### src/rtl/uart_tx_sysclk.sv
// UART transmitter running entirely on i_sys_clk: a baud-tick counter, a one-word
// holding buffer and a frame serialiser (start, LSB-first data, optional parity, stop).
module uart_tx_sysclk #(
  parameter int P_SYSTEM_CLK      = 50000000,
  parameter int P_UART_BUADRATE   = 115200,
  parameter int P_UART_DATA_WIDTH = 8,
  parameter int P_UART_STOP_WIDTH = 1,
  parameter int P_UART_CHECK      = 0
) (
  input  logic                         i_sys_clk,
  input  logic                         i_sys_rst,
  input  logic [P_UART_DATA_WIDTH-1:0] i_user_tx_data,
  input  logic                         i_user_tx_valid,
  output logic                         o_user_tx_ready,
  output logic                         o_uart_tx,
  output logic                         o_tx_busy
);

  localparam int DIV   = P_SYSTEM_CLK / P_UART_BUADRATE;
  localparam int CNT_W = $clog2(DIV);
  localparam int BIT_W = $clog2(P_UART_DATA_WIDTH);

  localparam bit PAR_EN  = (P_UART_CHECK == 1) || (P_UART_CHECK == 2);
  localparam bit PAR_ODD = (P_UART_CHECK == 1);

  localparam logic [CNT_W-1:0] BAUD_LAST = CNT_W'(DIV - 1);
  localparam logic [BIT_W-1:0] DATA_LAST = BIT_W'(P_UART_DATA_WIDTH - 1);
  localparam logic [BIT_W-1:0] STOP_LAST = BIT_W'(P_UART_STOP_WIDTH - 1);

  typedef enum logic [2:0] {
    S_IDLE,
    S_START,
    S_DATA,
    S_PARITY,
    S_STOP
  } state_t;

  state_t                         state_q, state_d;
  logic [CNT_W-1:0]               baud_q, baud_d;
  logic [BIT_W-1:0]               bit_q, bit_d;
  logic [P_UART_DATA_WIDTH-1:0]   shift_q, shift_d;
  logic [P_UART_DATA_WIDTH-1:0]   buf_data_q, buf_data_d;
  logic                           par_q, par_d;
  logic                           tx_q, tx_d;
  logic                           buf_full_q, buf_full_d;
  logic                           ready_q;
  logic                           baud_tick;
  logic                           load;

  assign baud_tick = (baud_q == BAUD_LAST);

  // NOTE: every variable gets its hold value first so no path through the case
  // statement leaves one unassigned, which would otherwise infer a latch.
  always_comb begin
    state_d    = state_q;
    baud_d     = baud_q;
    bit_d      = bit_q;
    shift_d    = shift_q;
    par_d      = par_q;
    tx_d       = tx_q;
    buf_full_d = buf_full_q;
    buf_data_d = buf_data_q;
    load       = 1'b0;

    // ready_q mirrors ~buf_full_q, so a capture never collides with the FSM load below.
    if (i_user_tx_valid && ready_q) begin
      buf_data_d = i_user_tx_data;
      buf_full_d = 1'b1;
    end

    if (state_q != S_IDLE) begin
      baud_d = baud_tick ? '0 : baud_q + CNT_W'(1);
    end

    case (state_q)
      S_IDLE: begin
        tx_d = 1'b1;
        load = buf_full_q;
      end
      S_START: begin
        if (baud_tick) begin
          state_d = S_DATA;
          bit_d   = '0;
          tx_d    = shift_q[0];
          shift_d = shift_q >> 1;
        end
      end
      S_DATA: begin
        if (baud_tick) begin
          if (bit_q == DATA_LAST) begin
            bit_d = '0;
            if (PAR_EN) begin
              state_d = S_PARITY;
              tx_d    = par_q;
            end else begin
              state_d = S_STOP;
              tx_d    = 1'b1;
            end
          end else begin
            bit_d   = bit_q + BIT_W'(1);
            tx_d    = shift_q[0];
            shift_d = shift_q >> 1;
          end
        end
      end
      S_PARITY: begin
        if (baud_tick) begin
          state_d = S_STOP;
          bit_d   = '0;
          tx_d    = 1'b1;
        end
      end
      S_STOP: begin
        if (baud_tick) begin
          if (bit_q == STOP_LAST) begin
            // A waiting word chains straight into its start bit with no idle gap.
            if (buf_full_q) begin
              load = 1'b1;
            end else begin
              state_d = S_IDLE;
              bit_d   = '0;
            end
          end else begin
            bit_d = bit_q + BIT_W'(1);
          end
        end
      end
      default: begin
        state_d = S_IDLE;
        tx_d    = 1'b1;
      end
    endcase

    if (load) begin
      shift_d    = buf_data_q;
      par_d      = PAR_ODD ? ~(^buf_data_q) : ^buf_data_q;
      buf_full_d = 1'b0;
      state_d    = S_START;
      tx_d       = 1'b0;
      baud_d     = '0;
      bit_d      = '0;
    end
  end

  // NOTE: sequential state uses non-blocking assignments so every register samples
  // the pre-edge values, independent of statement order.
  always_ff @(posedge i_sys_clk or posedge i_sys_rst) begin
    if (i_sys_rst) begin
      state_q    <= S_IDLE;
      baud_q     <= '0;
      bit_q      <= '0;
      tx_q       <= 1'b1;
      buf_full_q <= 1'b0;
      ready_q    <= 1'b1;
    end else begin
      state_q    <= state_d;
      baud_q     <= baud_d;
      bit_q      <= bit_d;
      tx_q       <= tx_d;
      buf_full_q <= buf_full_d;
      ready_q    <= ~buf_full_d;
    end
  end

  // NOTE: payload registers are deliberately not reset; buf_full_q and the state
  // register decide when their contents are used.
  always_ff @(posedge i_sys_clk) begin
    shift_q    <= shift_d;
    buf_data_q <= buf_data_d;
    par_q      <= par_d;
  end

  assign o_uart_tx       = tx_q;
  assign o_user_tx_ready = ready_q;
  assign o_tx_busy       = (state_q != S_IDLE);

endmodule

### config.mk
export PLATFORM = sky130hd
export DESIGN_NAME = uart_tx_sysclk
export DESIGN_NICKNAME = d
export VERILOG_FILES = /design/src/rtl/uart_tx_sysclk.sv
export SDC_FILE = /design/constraint.sdc
export NUM_CORES = 1
export LEC_CHECK = 0
export ABC_AREA = 1
export CAP_MARGIN = 20
export CORE_ASPECT_RATIO = 0.7
export CORE_MARGIN = 3
export CORE_UTILIZATION = 62
export DETAILED_ROUTE_END_ITERATION = 16
export GPL_ROUTABILITY_DRIVEN = 0
export GPL_TIMING_DRIVEN = 0
export PLACE_DENSITY = 0.82
export SKIP_LAST_GASP = 1
export SLEW_MARGIN = 20
export SYNTH_ARGS = -nofsm -noshare
export SYNTH_HDL_FRONTEND = slang
export SYNTH_SLANG_ARGS = --single-unit
export TNS_END_PERCENT = 10
### constraint.sdc
create_clock -name i_sys_clk -period 4.2 [get_ports i_sys_clk]
set_input_delay 0.42 -clock i_sys_clk [delete_from_list [all_inputs] [get_ports i_sys_clk]]
set_output_delay 0.42 -clock i_sys_clk [all_outputs]
set_load 0.005 [all_outputs]
==> results of run 1 <==
synthesized netlist by cell type (all sizes together):
cell type   n  area (um2)
nand2      57         258
inv        26        97.6
nor2       26         120
dfrtp      16         400
edfxtp     16         480
nand3      13        95.1
o21ai      10        61.3
a21oi       6        30.0
ha          5        62.6
buf         4        45.0
nand4       3        25.0
dfstp       2        52.6
nor3        2        15.0
xor2        2        17.5
a31oi       1        6.26
clkinv      1        3.75
nor4        1        12.5
o2111ai     1        8.76
o22ai       1        6.26
xnor2       1        8.76
how the worst max path moves through the flow:
stage	start	end	slack [ps]	cells past startpoint
final	baud_q[1]$_DFFE_PP0P_	shift_q[3]$_DFFE_PP_	1980	11
after global routing	baud_q[1]$_DFFE_PP0P_	shift_q[3]$_DFFE_PP_	1860	11
after CTS	bit_q[0]$_DFFE_PP0P_	shift_q[4]$_DFFE_PP_	1720	5
after detailed placement	bit_q[0]$_DFFE_PP0P_	shift_q[0]$_DFFE_PP_	1730	5
after global placement	bit_q[0]$_DFFE_PP0P_	shift_q[7]$_SDFFCE_PN0P_	1790	5
after floorplan	bit_q[0]$_DFFE_PP0P_	shift_q[0]$_DFFE_PP_	2130	5
metrics by stage:
stage | std cells | setup slack (ps) | area (um2) | hold WS [ps]
2_1_floorplan | 194 | 2130 | 1810 | 357
3_3_place_gp | 241 | 1790 | 1980 | 458
3_5_place_dp | 241 | 1730 | 1980 | 470
4_1_cts | 249 | 1720 | 2090 | 481
5_1_grt | 249 | 1860 | 2090 | 501
6_report | 249 | 1980 | 2090 | 489
flip-flops by register name, indices dropped and copies added, names as in the netlist:
register	count
bit_q	3
o_user_tx_ready	1
baud_q	9
shift_q	8
buf_full_q	1
o_uart_tx	1
buf_data_q	8
state_q	3
routing by layer:
metal	up-vias	wire, um
met5	-	0
met4	0	70
met3	9	206
met2	41	1670
met1	631	1600
li1	663	-
critical path, stage by stage (launching register included):
cell and delay [ps]:
dfrtp_1 410, inv_1 100, ha_1 200, nand2_1 70
inv_1 50, nand2_1 80, nor2_4 160, nand3_4 90
nand2_4 90, inv_2 60, buf_6 140, o21ai_1 400
final cells by class:
type,instances,area [um2]
timing repair buffer,13,130
clock buffer,5,68.8
inverter,27,101
sequential,34,933
clock inverter,3,40.0
tap,34,42.5
multi-input combinational,129,727
buffer,4,45.0
fill,151,520
cells by family (layout without fill, tap and decap cells):
kind of cell | Yosys count | count (layout) | share of synthesized area [%]
AO/OA/AOI/OAI | 19 | 19 | 6.23
XOR/XNOR | 3 | 3 | 1.45
adder cells (fa/ha/maj) | 5 | 5 | 3.46
buffers and inverters | 31 | 52 | 8.10
flip-flops | 34 | 34 | 51.7
AND/OR/NAND/NOR | 102 | 102 | 29.1
power by group through the flow:
stage / sequential [W] / clock, W / combinational [W]
6_report: 0.000355 / 0.000289 / 0.0000193
5_1_grt: 0.000355 / 0.000311 / 0.0000215
4_1_cts: 0.000355 / 0.000292 / 0.0000198
3_5_place_dp: 0.000362 / 0 / 0.0000196
3_3_place_gp: 0.000361 / 0 / 0.0000192
2_1_floorplan: 0.000361 / 0 / 0.00000659
placed cells by master, fill, tap and decap left out, types with 3 or more instances in the layout:
master / instances
dfrtp_1: 16
o21ai_0: 4
nor2_1: 21
clkbuf_8: 5
o21ai_2: 3
clkdlybuf4s50_1: 13
a21oi_1: 6
ha_1: 5
inv_1: 19
nor2_2: 3
nand2_2: 5
nand2_1: 49
nand3_1: 10
o21ai_1: 3
edfxtp_1: 16
inv_2: 7
==> flow_metrics.env, run 1 <==
export IMPL_postRouteAntennaNets=0
export IMPL_hpwl_um=2690
export IMPL_grt_usage_pct=22.4
export IMPL_grt_max_degree=19
export IMPL_cts_tree="built"
export IMPL_syn_nets=210
export IMPL_die_y_um=51.2
export IMPL_cp_data_required_time_ps=4110
export IMPL_hold_depth=2
export IMPL_switching_share_pct=19.0
export IMPL_reg2reg_slack_ps=1980
export IMPL_antenna_cells=0
export IMPL_hold_viol=0
export IMPL_tns_ps=0
export IMPL_synthesis_area_um2=1810
export IMPL_rsz0062_at_grt="false"
export IMPL_ios=14
export IMPL_p_leak_nw=0.941
export IMPL_rr_startpoint="baud_q[1]$_DFFE_PP0P_"
export IMPL_whs_endpoint="o_uart_tx$_DFFE_PP1P_"
export IMPL_core_area_um2=2610
export IMPL_fin_crit_sh_pct=53.0
export IMPL_hold_buffers=0
export IMPL_worst_slew_pin_slew_ps=736
export IMPL_avgSynthCellArea_um2=9.31
export IMPL_drc=0
export IMPL_drive_above_1_share_pct=20.0
export IMPL_wl_per_cell_um=14.2
export IMPL_clock_sinks=34
export IMPL_setup_viol_count_final=0
export IMPL_start_util_pct=69.3
export IMPL_ys_warn_count=0
export IMPL_pwr_share_clk_pct=43.6
export IMPL_worst_setup_path_start_kind="flop"
export IMPL_finalPower_w=0.000664
export IMPL_reg2reg_to="shift_q[3]$_DFFE_PP_"
export IMPL_clk_pin_slew_ps=70
export IMPL_slew_headroom_pct=50.6
export IMPL_overflow=0
export IMPL_cts_made_buffers=5
export IMPL_busiest_layer="met2"
export IMPL_synth_cell_types=34
export IMPL_vias_per_cell=5.40
export IMPL_switchingPower_w=0.000126
export IMPL_end_kind="flop"
export IMPL_cts_path_max_buffers=2
export IMPL_grt_pass1_wl_um=6070
export IMPL_cts_setup_buffers=0
export IMPL_totalWireLength_um=3540
export IMPL_area_delta_synth_final_pct=15.6
export IMPL_worstRegToRegCells=11
export IMPL_insertion_delay_ps=290
export IMPL_period_needed_ps=2220
export IMPL_min_from="o_uart_tx$_DFFE_PP1P_"
export IMPL_comb_power_share_pct=2.9
export IMPL_power_density_nw_per_um2=318
export IMPL_rows=15
export IMPL_fin_nets=230
export IMPL_power_frac_seq_pct=53.5
export IMPL_cp_data_arrival_time_ps=2140
export IMPL_path_max_fanout=10
export IMPL_crit_type="flop to flop"
export IMPL_max_freq_mhz=450
export IMPL_drt_iter0_drc=67
export IMPL_synth_seq_cells=34
export IMPL_netlist_instances=194
export IMPL_met2_usage_pct=35.2
export IMPL_min_path_type="flop to flop"
export IMPL_cts_resized=0
export IMPL_maxCapViolations=0
export IMPL_drtPass1Iterations=4
export IMPL_utilization_pct=80.0
export IMPL_die_area_um2=3610
export IMPL_finClkSkew_ps=8.50
export IMPL_num_vias=1344
export IMPL_clock_root_buffer="clkbuf_8"
export IMPL_peakVddDrop_mv=0.286
export IMPL_synth_seq_area_share_pct=51.7
export IMPL_power_internal_w=0.000538
export IMPL_drv_slew=0
export IMPL_grt_pass1_vias=1376
export IMPL_h_tree_depth=2
export IMPL_port_buffers=13
export IMPL_antenna_found_initial=0
export IMPL_status="complete, no violations"
export IMPL_die_x_um=70.5
export IMPL_use_met3_pct=5.89
export IMPL_grt_util_met1_pct=29.0
(Power assumes the default switching activity.)
==> run 2, diff against run 1 <==
- CORE_UTILIZATION: 62 -> 52
- PLACE_DENSITY: 0.82 -> 0.73
- clock period: 4.2 -> 1.84 ns (I/O delays scaled with it)
==> run 2 against run 1 <==
Clock skew fell by 5.8 ps; wire length fell by 3.8%; non-clock buffer count rose by 6; critical endpoint is now shift_q[0]$_DFFE_PP_; fmax rose by 25%; global-route usage fell by 4.7 points; first-iteration DRC count rose by 21%; combinational power rose by 140%; die area rose by 17%; core utilization fell by 12 points; register-to-register slack got worse by 1900 ps; via count barely moved; clock power rose by 78%.
==> flow_metrics.env, run 2 (same netlist as run 1, synthesis figures left out) <==
export IMPL_status="complete, no violations"
export IMPL_start_util_pct=55.9
export IMPL_critPathMaxStageDelay_ps=400
export IMPL_cp_data_required_time_ps=1840
export IMPL_hold_viol=0
export IMPL_layout_commonest_cell="nand2_1"
export IMPL_fillerInstances=258
export IMPL_totalWireLength_um=3410
export IMPL_die_area_um2=4230
export IMPL_setup_viol_count_final=0
export IMPL_maxCapViolations=0
export IMPL_period_needed_ps=1780
export IMPL_die_x_um=76.5
export IMPL_clk_pin_slew_ps=70
export IMPL_end_kind="flop"
export IMPL_hpwl_um=2560
export IMPL_postRouteAntennaNets=0
export IMPL_top_regs="baud_q: 9 flops, buf_data_q: 8 flops, shift_q: 8 flops"
export IMPL_finClkSkew_ps=2.66
export IMPL_worst_slew_pin_slew_ps=726
export IMPL_cts_made_buffers=5
export IMPL_rr_startpoint="bit_q[0]$_DFFE_PP0P_"
export IMPL_cts_tree="built"
export IMPL_cts_path_max_buffers=2
export IMPL_insertion_delay_ps=270
export IMPL_vias_per_cell=5.02
export IMPL_hold_buffers=0
export IMPL_grt_pass1_vias=1291
export IMPL_largest_reg_flops=9
export IMPL_cp_data_arrival_time_ps=1770
export IMPL_grt_pass1_wl_um=5950
export IMPL_drc=0
export IMPL_final_cells=268
export IMPL_num_vias=1345
export IMPL_port_buffers=13
export IMPL_p_leak_nw=0.963
export IMPL_worstRegToRegCells=6
export IMPL_ios=14
export IMPL_dp_cells=254
export IMPL_rows=17
export IMPL_fin_crit_sh_pct=96.5
export IMPL_worst_setup_path_start_kind="flop"
export IMPL_final_cell_mix="47 x nand2_1, 19 x nor2_1, 18 x inv_1"
export IMPL_fin_nets=236
export IMPL_critical_path_top_delay_family="adder cells"
export IMPL_clock_sinks=34
export IMPL_grt_usage_pct=17.7
export IMPL_area_delta_synth_final_pct=20.9
export IMPL_place_area_um2=2000
export IMPL_crit_start="bit_q[0]$_DFFE_PP0P_"
export IMPL_regMostFlops="baud_q"
export IMPL_path_buf_inv=1
export IMPL_grt_max_degree=19
export IMPL_crit_slowest_cell="dfrtp_1"
export IMPL_h_tree_depth=2
export IMPL_drv_slew=0
export IMPL_clock_root_buffer="clkbuf_8"
export IMPL_die_y_um=55.3
export IMPL_final_area_um2=2180
export IMPL_finalPower_w=0.00137
export IMPL_slew_headroom_pct=51.5
export IMPL_cp_cell_sequence="ha_1 > ha_2 > nor4_4 > nor2_2 > o21ai_4 > buf_12"
export IMPL_min_path_type="input port to asynchronous set/reset pin"
export IMPL_overflow=0
export IMPL_drt_iter0_drc=81
export IMPL_wl_per_cell_um=12.7
export IMPL_seq_area_um2=933
export IMPL_reg2reg_slack_ps=60
export IMPL_multi_input_area_um2=777
export IMPL_reg2reg_to="shift_q[0]$_DFFE_PP_"
export IMPL_drive_above_1_share_pct=25.3
export IMPL_antenna_found_initial=0
export IMPL_path_max_fanout=8
export IMPL_core_area_um2=3230
export IMPL_drtPass1Iterations=4
export IMPL_peakVddDrop_mv=0.438
export IMPL_antenna_cells=0
export IMPL_max_freq_mhz=563
export IMPL_crit_type="flop to flop"
export IMPL_power_density_nw_per_um2=628
export IMPL_tns_ps=0
run 2: changes by cell type in the layout (fill, tap and decap cells not counted), sizes merged:
| cell | change |
|---|---|
| buf | +6 |
| bufinv | -1 |
| clkinvlp | +1 |
run 2: area by class of cell:
| cell class | instances | share of cell area (%) |
|---|---|---|
| Clock buffer | 5 | 3.15 |
| Inverter | 27 | 4.64 |
| Timing Repair Buffer | 20 | 8.93 |
| Clock inverter | 3 | 0.745 |
| Tap cell | 47 | 2.69 |
| Sequential cell | 34 | 42.7 |
| Multi-Input combinational cell | 129 | 35.6 |
| Buffer | 3 | 1.55 |
run 2: repair_timing:
| item | CTS | global route |
|---|---|---|
| buffers inserted | 3 | 4 |
| gates resized for setup | 4 | 7 |
| endpoints found under the setup margin | 8 | 9 |
| pin swaps | 2 | 4 |
run 2: stage by stage:
stage                     util [%]  hold slack [ps]  worst slack [ps]
after floorplan                  -              121               141
after global placement        61.8              461             -76.1
after detailed placement      61.8              461              -126
after CTS                     66.2              353              21.5
after global routing          67.6              387            -0.122
final                         67.6              329              64.9
run 2: worst register-to-register path, cell delays in order (launching register included):
cell	delay, ps
dfrtp_1	400
ha_1	210
ha_2	200
nor4_4	280
nor2_2	100
o21ai_4	180
buf_12	140
run 2: power by group:
group / leakage, nW / switching (W) / internal (W)
Clock: 0.0416 / 0.000256 / 0.000259
Sequential: 0.370 / 0.00000451 / 0.000806
Combinational: 0.551 / 0.0000222 / 0.0000241
Total: 0.963 / 0.000283 / 0.00109
run 2: routing by layer:
layer  vias up  GRT usage (%)  wire, um
li1        677              -         -
met1       628           24.7      1640
met2        36           28.3      1580
met3         4           3.91       151
met4         0           4.13        29
met5         -              0         0
run 2: how the worst max path moves through the flow:
stage	to	slack (ps)	depth (start not counted)
after detailed placement	shift_q[7]$_SDFFCE_PN0P_	-130	5
after floorplan	shift_q[0]$_DFFE_PP_	140	5
after CTS	shift_q[4]$_DFFE_PP_	20	12
after global placement	shift_q[7]$_SDFFCE_PN0P_	-80	5
final	shift_q[0]$_DFFE_PP_	60	6
after global routing	shift_q[4]$_DFFE_PP_	-0.1	6
==> run 3, diff against run 2 <==
--- a/config.mk
+++ b/config.mk
@@ -11,7 +11,8 @@
 export CORE_MARGIN = 3
-export CORE_UTILIZATION = 52
+export CORE_UTILIZATION = 65
 export DETAILED_ROUTE_END_ITERATION = 16
+export DONT_BUFFER_PORTS = 1
 export GPL_ROUTABILITY_DRIVEN = 0
 export GPL_TIMING_DRIVEN = 0
-export PLACE_DENSITY = 0.73
+export PLACE_DENSITY = 0.79
 export SKIP_LAST_GASP = 1
==> constraint.sdc (replaced) <==
create_clock -name i_sys_clk -period 2.2 [get_ports i_sys_clk]
set_input_delay 0.66 -clock i_sys_clk [delete_from_list [all_inputs] [get_ports i_sys_clk]]
set_output_delay 0.66 -clock i_sys_clk [all_outputs]
set_load 0.005 [all_outputs]
==> run 3 against run 2 <==
Clock skew increased by 5.8 ps; sequential cell count unchanged; non-clock buffer count fell by 19; setup slack better by 190 ps; core utilization increased by 10 points; critical endpoint is now shift_q[6]$_DFFE_PP_; clock-buffer cell count unchanged; via count decreased by 5.9%; register-to-register slack improved by 190 ps; sequential power is 16% lower.
==> flow_metrics.env, run 3 (same netlist as run 1, synthesis figures left out) <==
export IMPL_core_area_um2=2550
export IMPL_cts_made_buffers=5
export IMPL_port_buffers=0
export IMPL_fin_nets=217
export IMPL_grt_usage_pct=22.4
export IMPL_antenna_found_initial=0
export IMPL_rows=15
export IMPL_insertion_delay_ps=290
export IMPL_rsz0062_at_grt="false"
export IMPL_h_tree_depth=2
export IMPL_end_kind="flop"
export IMPL_slew_headroom_pct=53.3
export IMPL_die_x_um=69.0
export IMPL_drtPass1Iterations=4
export IMPL_num_vias=1266
export IMPL_drive_above_1_share_pct=21.3
export IMPL_grt_max_degree=19
export IMPL_area_delta_synth_final_pct=9.90
export IMPL_place_area_um2=1850
export IMPL_switchingPower_w=0.000256
export IMPL_pwr_share_clk_pct=49.7
export IMPL_maxCapViolations=0
export IMPL_switching_share_pct=18.5
export IMPL_vias_per_cell=5.36
export IMPL_period_needed_ps=1950
export IMPL_cp_cell_sequence="ha_1 > ha_1 > nor4_2 > nor2_1 > o21ai_2"
export IMPL_cp_data_arrival_time_ps=1880
export IMPL_hold_viol=0
export IMPL_min_path_type="input port to asynchronous set/reset pin"
export IMPL_wl_per_cell_um=14.0
export IMPL_power_internal_w=0.00112
export IMPL_seq_area_um2=933
export IMPL_grt_pass1_wl_um=5900
export IMPL_top_regs="baud_q: 9 flops, buf_data_q: 8 flops, shift_q: 8 flops"
export IMPL_drc=0
export IMPL_worst_slew_pin_slew_ps=700
export IMPL_endpoint="shift_q[6]$_DFFE_PP_"
export IMPL_final_area_um2=1990
export IMPL_max_freq_mhz=513
export IMPL_postRouteAntennaNets=0
export IMPL_critPathMaxStageDelay_ps=410
export IMPL_p_leak_nw=0.900
export IMPL_worst_setup_path_start_kind="flop"
export IMPL_final_cell_mix="49 x nand2_1, 21 x nor2_1, 19 x inv_1"
export IMPL_power_density_nw_per_um2=695
export IMPL_grt_pass1_vias=1297
export IMPL_regMostFlops="baud_q"
export IMPL_fin_crit_sh_pct=88.6
export IMPL_path_max_fanout=8
export IMPL_antenna_cells=0
export IMPL_tns_ps=0
export IMPL_finClkSkew_ps=8.45
export IMPL_path_buf_inv=0
export IMPL_overflow=0
export IMPL_clock_root_buffer="clkbuf_8"
export IMPL_power_frac_seq_pct=49.1
export IMPL_critPathMostFrequentCell="ha_1"
export IMPL_reg2reg_to="shift_q[6]$_DFFE_PP_"
export IMPL_clk_pin_slew_ps=80
export IMPL_hold_buffers=0
export IMPL_largest_reg_flops=9
export IMPL_crit_slowest_cell="dfrtp_1"
export IMPL_rr_startpoint="bit_q[0]$_DFFE_PP0P_"
export IMPL_cts_path_max_buffers=2
export IMPL_drt_iter0_drc=69
export IMPL_fillerInstances=174
export IMPL_start_util_pct=70.8
export IMPL_drv_slew=0
export IMPL_crit_type="flop to flop"
export IMPL_reg2reg_slack_ps=250
export IMPL_critical_path_top_delay_family="adder cells"
export IMPL_totalWireLength_um=3310
export IMPL_layout_commonest_cell="nand2_1"
export IMPL_worstRegToRegCells=5
export IMPL_peakVddDrop_mv=0.410
export IMPL_cp_data_required_time_ps=2140
export IMPL_comb_power_share_pct=1.2
export IMPL_ios=14
export IMPL_crit_cells=5
export IMPL_die_y_um=50.1
export IMPL_hpwl_um=2360
export IMPL_cts_tree="built"
export IMPL_crit_start="bit_q[0]$_DFFE_PP0P_"
export IMPL_multi_input_area_um2=731
export IMPL_setup_viol_count_final=0
export IMPL_clock_sinks=34
export IMPL_status="complete, no violations"
export IMPL_die_area_um2=3460
[run 3: cell count changes in the layout (fill, tap and decap cells not counted), moves of 2 or more]
cell / before / now
nand2_2: 7 / 5
bufinv_16: 0 / 2
nand2_1: 47 / 49
clkdlybuf4s50_1: 13 / 0
ha_1: 3 / 5
buf_4: 7 / 1
nor2_1: 19 / 21
[run 3: timing repair]
action | CTS | global route
gates cloned | 0 | 0
resized for setup | 1 | 1
setup buffers | 0 | 0
setup endpoints to repair | 8 | 8
[run 3: power by group through the flow]
stage / sequential, W / clock (W) / combinational (W)
after floorplan: 0.000690 / 0 / 0.0000126
after global placement: 0.000691 / 0 / 0.0000159
after detailed placement: 0.000691 / 0 / 0.0000166
after CTS: 0.000678 / 0.000683 / 0.0000167
after global routing: 0.000679 / 0.000716 / 0.0000191
final: 0.000678 / 0.000686 / 0.0000162
[run 3: stage by stage]
stage	setup WS (ps)	util [%]	total power, W	hold WS [ps]	cells
after floorplan	129	-	0.000702	455	194
after global placement	-198	72.5	0.000707	472	228
after detailed placement	-271	72.5	0.000708	486	228
after CTS	36.0	77.6	0.00138	392	236
after global routing	92.2	77.8	0.00141	414	236
final	251	77.8	0.00138	365	236
[run 3: worst min path at each step]
stage                     slack, ps  cells past startpoint             startpoint                    end
after global routing            410                      1              i_sys_rst   bit_q[2]$_DFFE_PP0P_
after global placement          470                      2  o_uart_tx$_DFFE_PP1P_  o_uart_tx$_DFFE_PP1P_
after CTS                       390                      1              i_sys_rst  baud_q[6]$_DFFE_PP0P_
after floorplan                 450                      1  baud_q[8]$_DFFE_PP0P_  baud_q[8]$_DFFE_PP0P_
after detailed placement        490                      2  o_uart_tx$_DFFE_PP1P_  o_uart_tx$_DFFE_PP1P_
final                           360                      1              i_sys_rst  baud_q[6]$_DFFE_PP0P_
[run 3: layout make-up]
type | instances | area share [%]
inverter | 27 | 5.10
sequential | 34 | 47.0
tap | 34 | 2.14
buffer | 4 | 2.27
clock inverter | 3 | 3.21
multi-input combinational | 129 | 36.8
clock buffer | 5 | 3.47
[run 3: layer usage]
metal / vias up / wire [um] / track usage (%)
met1: 584 / 1600 / 30.7
met5: - / 0 / 0
met2: 42 / 1490 / 35.3
li1: 637 / - / -
met3: 3 / 190 / 7.33
met4: 0 / 19 / 3.90
[run 3: worst register-to-register path: stages (launching register included)]
cell     delay, ps
dfrtp_1        410
ha_1           210
ha_1           210
nor4_2         230
nor2_1         140
o21ai_2        390
